===== src/rtl/prog_loader_pkg.sv =====
// rtl/prog_loader_pkg.sv - shared types and constants for the boot program loader
package prog_loader_pkg;

    // Byte width of the host link and of every frame field
    localparam int BYTE_W = 8;

    // Default frame start marker
    localparam logic [BYTE_W-1:0] SYNC_BYTE_DEF = 8'hA5;

    // Loader sequencing states
    typedef enum logic [2:0] {
        ST_IDLE,
        ST_COUNT,
        ST_HI,
        ST_LO,
        ST_WRITE,
        ST_CHECK,
        ST_DONE
    } state_t;

endpackage


===== src/rtl/prog_loader_byte_to_word.sv =====
// rtl/prog_loader_byte_to_word.sv - high-byte capture and running XOR checksum
module prog_loader_byte_to_word
    import prog_loader_pkg::*;
(
    input  logic                clk,
    input  logic                reset,
    input  logic                clr,
    input  logic                hi_en,
    input  logic                lo_en,
    input  logic [BYTE_W-1:0]   data,
    output logic [2*BYTE_W-1:0] word,
    output logic [BYTE_W-1:0]   chk
);

    logic [BYTE_W-1:0] hi_q;
    logic [BYTE_W-1:0] chk_q;

    // Hold the high byte until its partner arrives; fold every data byte into the checksum
    always_ff @(posedge clk or negedge reset) begin
        if (!reset) begin
            hi_q  <= '0;
            chk_q <= '0;
        end else if (clr) begin
            hi_q  <= '0;
            chk_q <= '0;
        end else if (hi_en) begin
            hi_q  <= data;
            chk_q <= chk_q ^ data;
        end else if (lo_en) begin
            chk_q <= chk_q ^ data;
        end
    end

    // The low byte is taken straight from the link so the word is ready on the LO handshake
    assign word = {hi_q, data};
    assign chk  = chk_q;

endmodule


===== src/rtl/prog_loader.sv =====
// rtl/prog_loader.sv - framed byte stream to instruction RAM loader with CPU hold
module prog_loader
    import prog_loader_pkg::*;
#(
    parameter int                ADDR_W    = 8,
    parameter int                DATA_W    = 16,
    parameter logic [BYTE_W-1:0] SYNC_BYTE = SYNC_BYTE_DEF
) (
    input  logic               clk,
    input  logic               reset,
    input  logic               in_valid,
    input  logic [BYTE_W-1:0]  in_data,
    output logic               in_ready,
    output logic               ram_we,
    output logic [ADDR_W-1:0]  ram_addr,
    output logic [DATA_W-1:0]  ram_wdata,
    output logic               cpu_hold,
    output logic               busy,
    output logic               done,
    output logic               error
);

    state_t              state, state_d;
    logic [BYTE_W-1:0]   count_q, count_d;
    logic [ADDR_W-1:0]   addr_d;
    logic [DATA_W-1:0]   wdata_d;
    logic                we_d, hold_d, busy_d, done_d, error_d;
    logic                fire, is_sync;
    logic                clr, hi_en, lo_en;
    logic [2*BYTE_W-1:0] word;
    logic [BYTE_W-1:0]   chk;

    // The only cycle the loader refuses a byte is the RAM write cycle
    assign in_ready = (state != ST_WRITE);
    assign fire     = in_valid && in_ready;
    assign is_sync  = (in_data == SYNC_BYTE);

    prog_loader_byte_to_word u_b2w (
        .clk   (clk),
        .reset (reset),
        .clr   (clr),
        .hi_en (hi_en),
        .lo_en (lo_en),
        .data  (in_data),
        .word  (word),
        .chk   (chk)
    );

    // Next-state and next-output decode; every output is registered below
    always_comb begin
        state_d = state;
        count_d = count_q;
        addr_d  = ram_addr;
        wdata_d = ram_wdata;
        we_d    = 1'b0;
        hold_d  = cpu_hold;
        busy_d  = busy;
        done_d  = done;
        error_d = error;
        clr     = 1'b0;
        hi_en   = 1'b0;
        lo_en   = 1'b0;
        case (state)
            ST_IDLE, ST_DONE: begin
                if (fire && is_sync) begin
                    state_d = ST_COUNT;
                    busy_d  = 1'b1;
                    hold_d  = 1'b1;
                    done_d  = 1'b0;
                    error_d = 1'b0;
                    addr_d  = '0;
                    clr     = 1'b1;
                end
            end
            ST_COUNT: begin
                if (fire) begin
                    count_d = in_data;
                    state_d = (in_data == '0) ? ST_CHECK : ST_HI;
                end
            end
            ST_HI: begin
                if (fire) begin
                    hi_en   = 1'b1;
                    state_d = ST_LO;
                end
            end
            ST_LO: begin
                if (fire) begin
                    lo_en   = 1'b1;
                    wdata_d = DATA_W'(word);
                    we_d    = 1'b1;
                    state_d = ST_WRITE;
                end
            end
            ST_WRITE: begin
                addr_d  = ram_addr + ADDR_W'(1);
                count_d = count_q - BYTE_W'(1);
                state_d = (count_q == BYTE_W'(1)) ? ST_CHECK : ST_HI;
            end
            ST_CHECK: begin
                if (fire) begin
                    busy_d = 1'b0;
                    if (in_data == chk) begin
                        state_d = ST_DONE;
                        done_d  = 1'b1;
                        hold_d  = 1'b0;
                    end else begin
                        state_d = ST_IDLE;
                        error_d = 1'b1;
                    end
                end
            end
            default: state_d = ST_IDLE;
        endcase
    end

    // State, counters and registered outputs; reset leaves the CPU held
    always_ff @(posedge clk or negedge reset) begin
        if (!reset) begin
            state     <= ST_IDLE;
            count_q   <= '0;
            ram_addr  <= '0;
            ram_wdata <= '0;
            ram_we    <= 1'b0;
            cpu_hold  <= 1'b1;
            busy      <= 1'b0;
            done      <= 1'b0;
            error     <= 1'b0;
        end else begin
            state     <= state_d;
            count_q   <= count_d;
            ram_addr  <= addr_d;
            ram_wdata <= wdata_d;
            ram_we    <= we_d;
            cpu_hold  <= hold_d;
            busy      <= busy_d;
            done      <= done_d;
            error     <= error_d;
        end
    end

endmodule


===== config.mk =====
export PLATFORM = sky130hd
export DESIGN_NAME = prog_loader
export DESIGN_NICKNAME = d
export VERILOG_FILES = /design/src/rtl/prog_loader_pkg.sv /design/src/rtl/prog_loader_byte_to_word.sv /design/src/rtl/prog_loader.sv
export SDC_FILE = /design/constraint.sdc
export NUM_CORES = 1
export LEC_CHECK = 0
export ABC_AREA = 1
export CORE_MARGIN = 5
export CORE_UTILIZATION = 54
export CTS_CLUSTER_DIAMETER = 30
export CTS_CLUSTER_SIZE = 8
export DETAILED_ROUTE_END_ITERATION = 8
export GPL_ROUTABILITY_DRIVEN = 1
export PLACE_DENSITY = 0.76
export REMOVE_ABC_BUFFERS = 1
export SETUP_SLACK_MARGIN = 0.02
export SLEW_MARGIN = 20
export SYNTH_ARGS = -nofsm -noshare
export SYNTH_HDL_FRONTEND = slang
export SYNTH_SLANG_ARGS = --single-unit

===== constraint.sdc =====
create_clock -name clk -period 2.4 [get_ports clk]
set_input_delay 0.48 -clock clk [delete_from_list [all_inputs] [get_ports clk]]
set_output_delay 0.48 -clock clk [all_outputs]
set_load 0.05 [all_outputs]

==> run_results.csv <==
group,metric,value,unit
sta,rsz0062_at_grt,"no",
yosys,ys_seq_area_frac,0.472,
global_routing,grt_pass1_vias,2441,
route,first_pass_iters,4,
critical_path,cp_num_cells,1,
finish,multi_input_area,1290,um2
critical_path,cp_top_family,"buffers and inverters",
yosys,synth.area.top_cells,"dfrtp_1 (46%), nand2_1 (18%), inv_1 (6.4%)",
worst_hold_path,hp-class,"in2async",
finish,final_cells,512,
place,port_buffers,40,
finish,antennaDiodeCount,0,
critical_path,start_kind,"flop",
yosys,ys_types,31,
route,detail_route.vias_per_cell,4.98,
yosys,yosys.area.top_type,"dfrtp_1",
critical_path,crit_type,"reg2out",
clock_tree,cts_setup_buffers,0,
outcome,status,"completed",
place,place_area,3430,um2
global_routing,antenna_found_initial,0,
sta,slew_viol_final,0,
route,drc,0,
critical_path,crit_chain,"clkdlybuf4s50_1",
global_routing,grt_pass1_wl,11100,um
route,vias,2551,
clock_tree,cts_tree,"yes",
critical_path,worstPathRequired,1.92,ns
clock_tree,cts.clk_slew.worst_paths,0.10,ns
finish,drive_gt1_frac,0.0864,
route,ant_nets,0,
yosys,ys_seq_elements,56,
sta,tightestPinTransition,0.780,ns
yosys,ys_warn_count,0,
route,wl_per_cell,12.1,um
critical_path,path_buf_inv,1,
sta,fin_crit_sh,0.885,
critical_path,r2r_cells,9,
clock_tree,ctsHoldBuffers,0,
finish,post-route-util,0.649,
global_routing,grt_usage,0.188,
critical_path,critical-path-max-stage-delay,0.80,ns
clock_tree,clk-insertion-delay-late,0.31,ns
global_routing,grt_max_degree,36,
sta,fin_worst_skew,0.0135,ns
floorplanning,io_pins,41,
critical_path,cp.arrival,1.64,ns
finish,num-fill-cells,479,
floorplanning,die_w,84.2,um
run,maxCapViolCount,0,
route,wl,6200,um
power,peakVddDrop,0.660,mV
yosys,syn_area,2970,um2
sta,final.min_clock_period,2.12,ns
clock_tree,htreeDepth,2,
sta,worst_slew_margin_rel,0.480,
finish,seqCellArea,1400,um2
route,drt-initial-drc-count,169,
finish,fin_area,3530,um2
critical_path,regToRegSetupSlack,0.67,ns
floorplanning,die_height,84.2,um
clock_tree,clock_path_buffers,2,
power,power_density,1280,nW/um2
floorplanning,die-area,7090,um2
clock_tree,cts.sinks,56,
clock_tree,cts_buffers,5,
place,dp_hpwl,4660,um
floorplanning,initial_utilization,0.547,
clock_tree,cts_resized,0,
critical_path,end_kind,"output pin",
place,place_congestion,0.941,
place,dp_cells,504,
sta,finalSetupViolations,0,
clock_tree,cts-root-buf,"clkbuf_8",
floorplanning,fp-row-count,27,
sta,hold_viol_final,0,
global_routing,overflow,0,
yosys,syn_avg_cell_area,7.53,um2
critical_path,cp_max_fo,2,
yosys,synthCells,395,
floorplanning,core_area,5440,um2
power,p_leak,0.00181,uW
critical_path,crit_slowest_cell,"clkdlybuf4s50_1",
sta,setup_tns,0,ns
finish,area_delta_synth_final,18.6,%
sta,fmax,471,MHz
finish,nets,453,
yosys,synth_top_area_share,0.463,
-- cell families (layout without fill, tap and decap cells) --
family	count (synthesis)	count (layout)	synth area share
fa+ha+maj	3	3	0.0126
xor+xnor	3	3	0.00884
simple gates	200	200	0.285
compound gates	67	67	0.126
flops	56	56	0.472
buf+inv	66	111	0.0959
-- worst register-to-register path: stages (launching register included) --
cell and delay, ns:
dfrtp_1 0.48, inv_2 0.12, nand3_2 0.10, inv_2 0.15
nor2_4 0.16, nand3_4 0.27, nand2_2 0.18, inv_1 0.06
nand2_1 0.05, nand2_1 0.05
-- cell usage after synthesis --
cell and count:
a21o_1 1, a21oi_1 9, a21oi_2 1, a22oi_1 1, a31oi_1 2, buf_2 6, buf_6 4, dfrtp_1 55
dfstp_2 1, ha_1 3, inv_1 51, inv_2 5, nand2_1 142, nand2_2 3, nand2_4 1, nand3_1 12
nand3_2 1, nand3_4 1, nand4_1 3, nor2_1 28, nor2_2 2, nor2_4 4, nor3_1 3, o211ai_1 3
o211ai_2 2, o21ai_0 29, o21ai_1 17, o21bai_1 1, o221ai_1 1, xnor2_1 2, xor2_1 1
-- worst paths after layout --
check                         start             to
hold / removal                reset  ram_wdata[14]
setup / recovery           cpu_hold       cpu_hold
max in group asynchronous     reset       state[2]
setup reg to reg           state[0]    ram_addr[2]
hold reg to reg            cpu_hold       cpu_hold
min in group clk           cpu_hold       cpu_hold
-- state kept, by name, indices dropped and copies added, names as in the netlist, 3 cells and up --
name and flops:
state 3, u_b2w.hi_q 8, count_q 8, ram_wdata 16, u_b2w.chk 8, ram_addr 8
-- through the flow --
step	total power, uW	worst slack (ns)	hold WS [ns]
detailed placement	4020	0.235	0.462
CTS	4560	0.257	0.257
finish	4530	0.275	0.237
global placement	3970	0.284	0.454
floorplan	3320	0.484	0.184
global route	4910	0.227	0.287
-- cells in the final DEF (no fill, tap or decap), types with 2 or more instances in the layout --
| master | instances |
|---|---|
| o21ai_1 | 17 |
| nor2_1 | 28 |
| xnor2_1 | 2 |
| inv_6 | 2 |
| nor2_2 | 2 |
| nor2_4 | 4 |
| o21ai_0 | 29 |
| nand2_1 | 142 |
| a21oi_1 | 9 |
| o211ai_2 | 2 |
| ha_1 | 3 |
| clkdlybuf4s50_1 | 38 |
| buf_4 | 8 |
| nor3_1 | 3 |
| nand4_1 | 3 |
| inv_2 | 5 |
| inv_1 | 51 |
| a31oi_1 | 2 |
| clkbuf_8 | 5 |
| nand3_1 | 12 |
| nand2_2 | 3 |
| dfrtp_1 | 55 |
| o211ai_1 | 3 |
-- where the power goes --
group	total, uW	switching [uW]	leakage [uW]	internal, uW
registers	1640	296	0.000683	1340
logic	2360	1570	0.00108	792
clock network	531	317	0.0000452	213
-- layout make-up --
| class | instances | share of cell area |
|---|---|---|
| multi-input cells | 273 | 0.365 |
| flip-flops and latches | 56 | 0.398 |
| clock buffers | 5 | 0.0195 |
| inverters | 56 | 0.0596 |
| repair buffers | 47 | 0.126 |
| well taps | 72 | 0.0255 |
| clock inverters | 3 | 0.00709 |
-- layer usage --
metal / global-route usage / up-vias / wire [um]
met4: 0.0336 / 0 / 48
met2: 0.311 / 50 / 2910
met3: 0.0383 / 6 / 294
li1: - / 1323 / -
met5: 0 / - / 0
met1: 0.261 / 1172 / 2940
No activity file was read; power rests on OpenSTA's default activity.
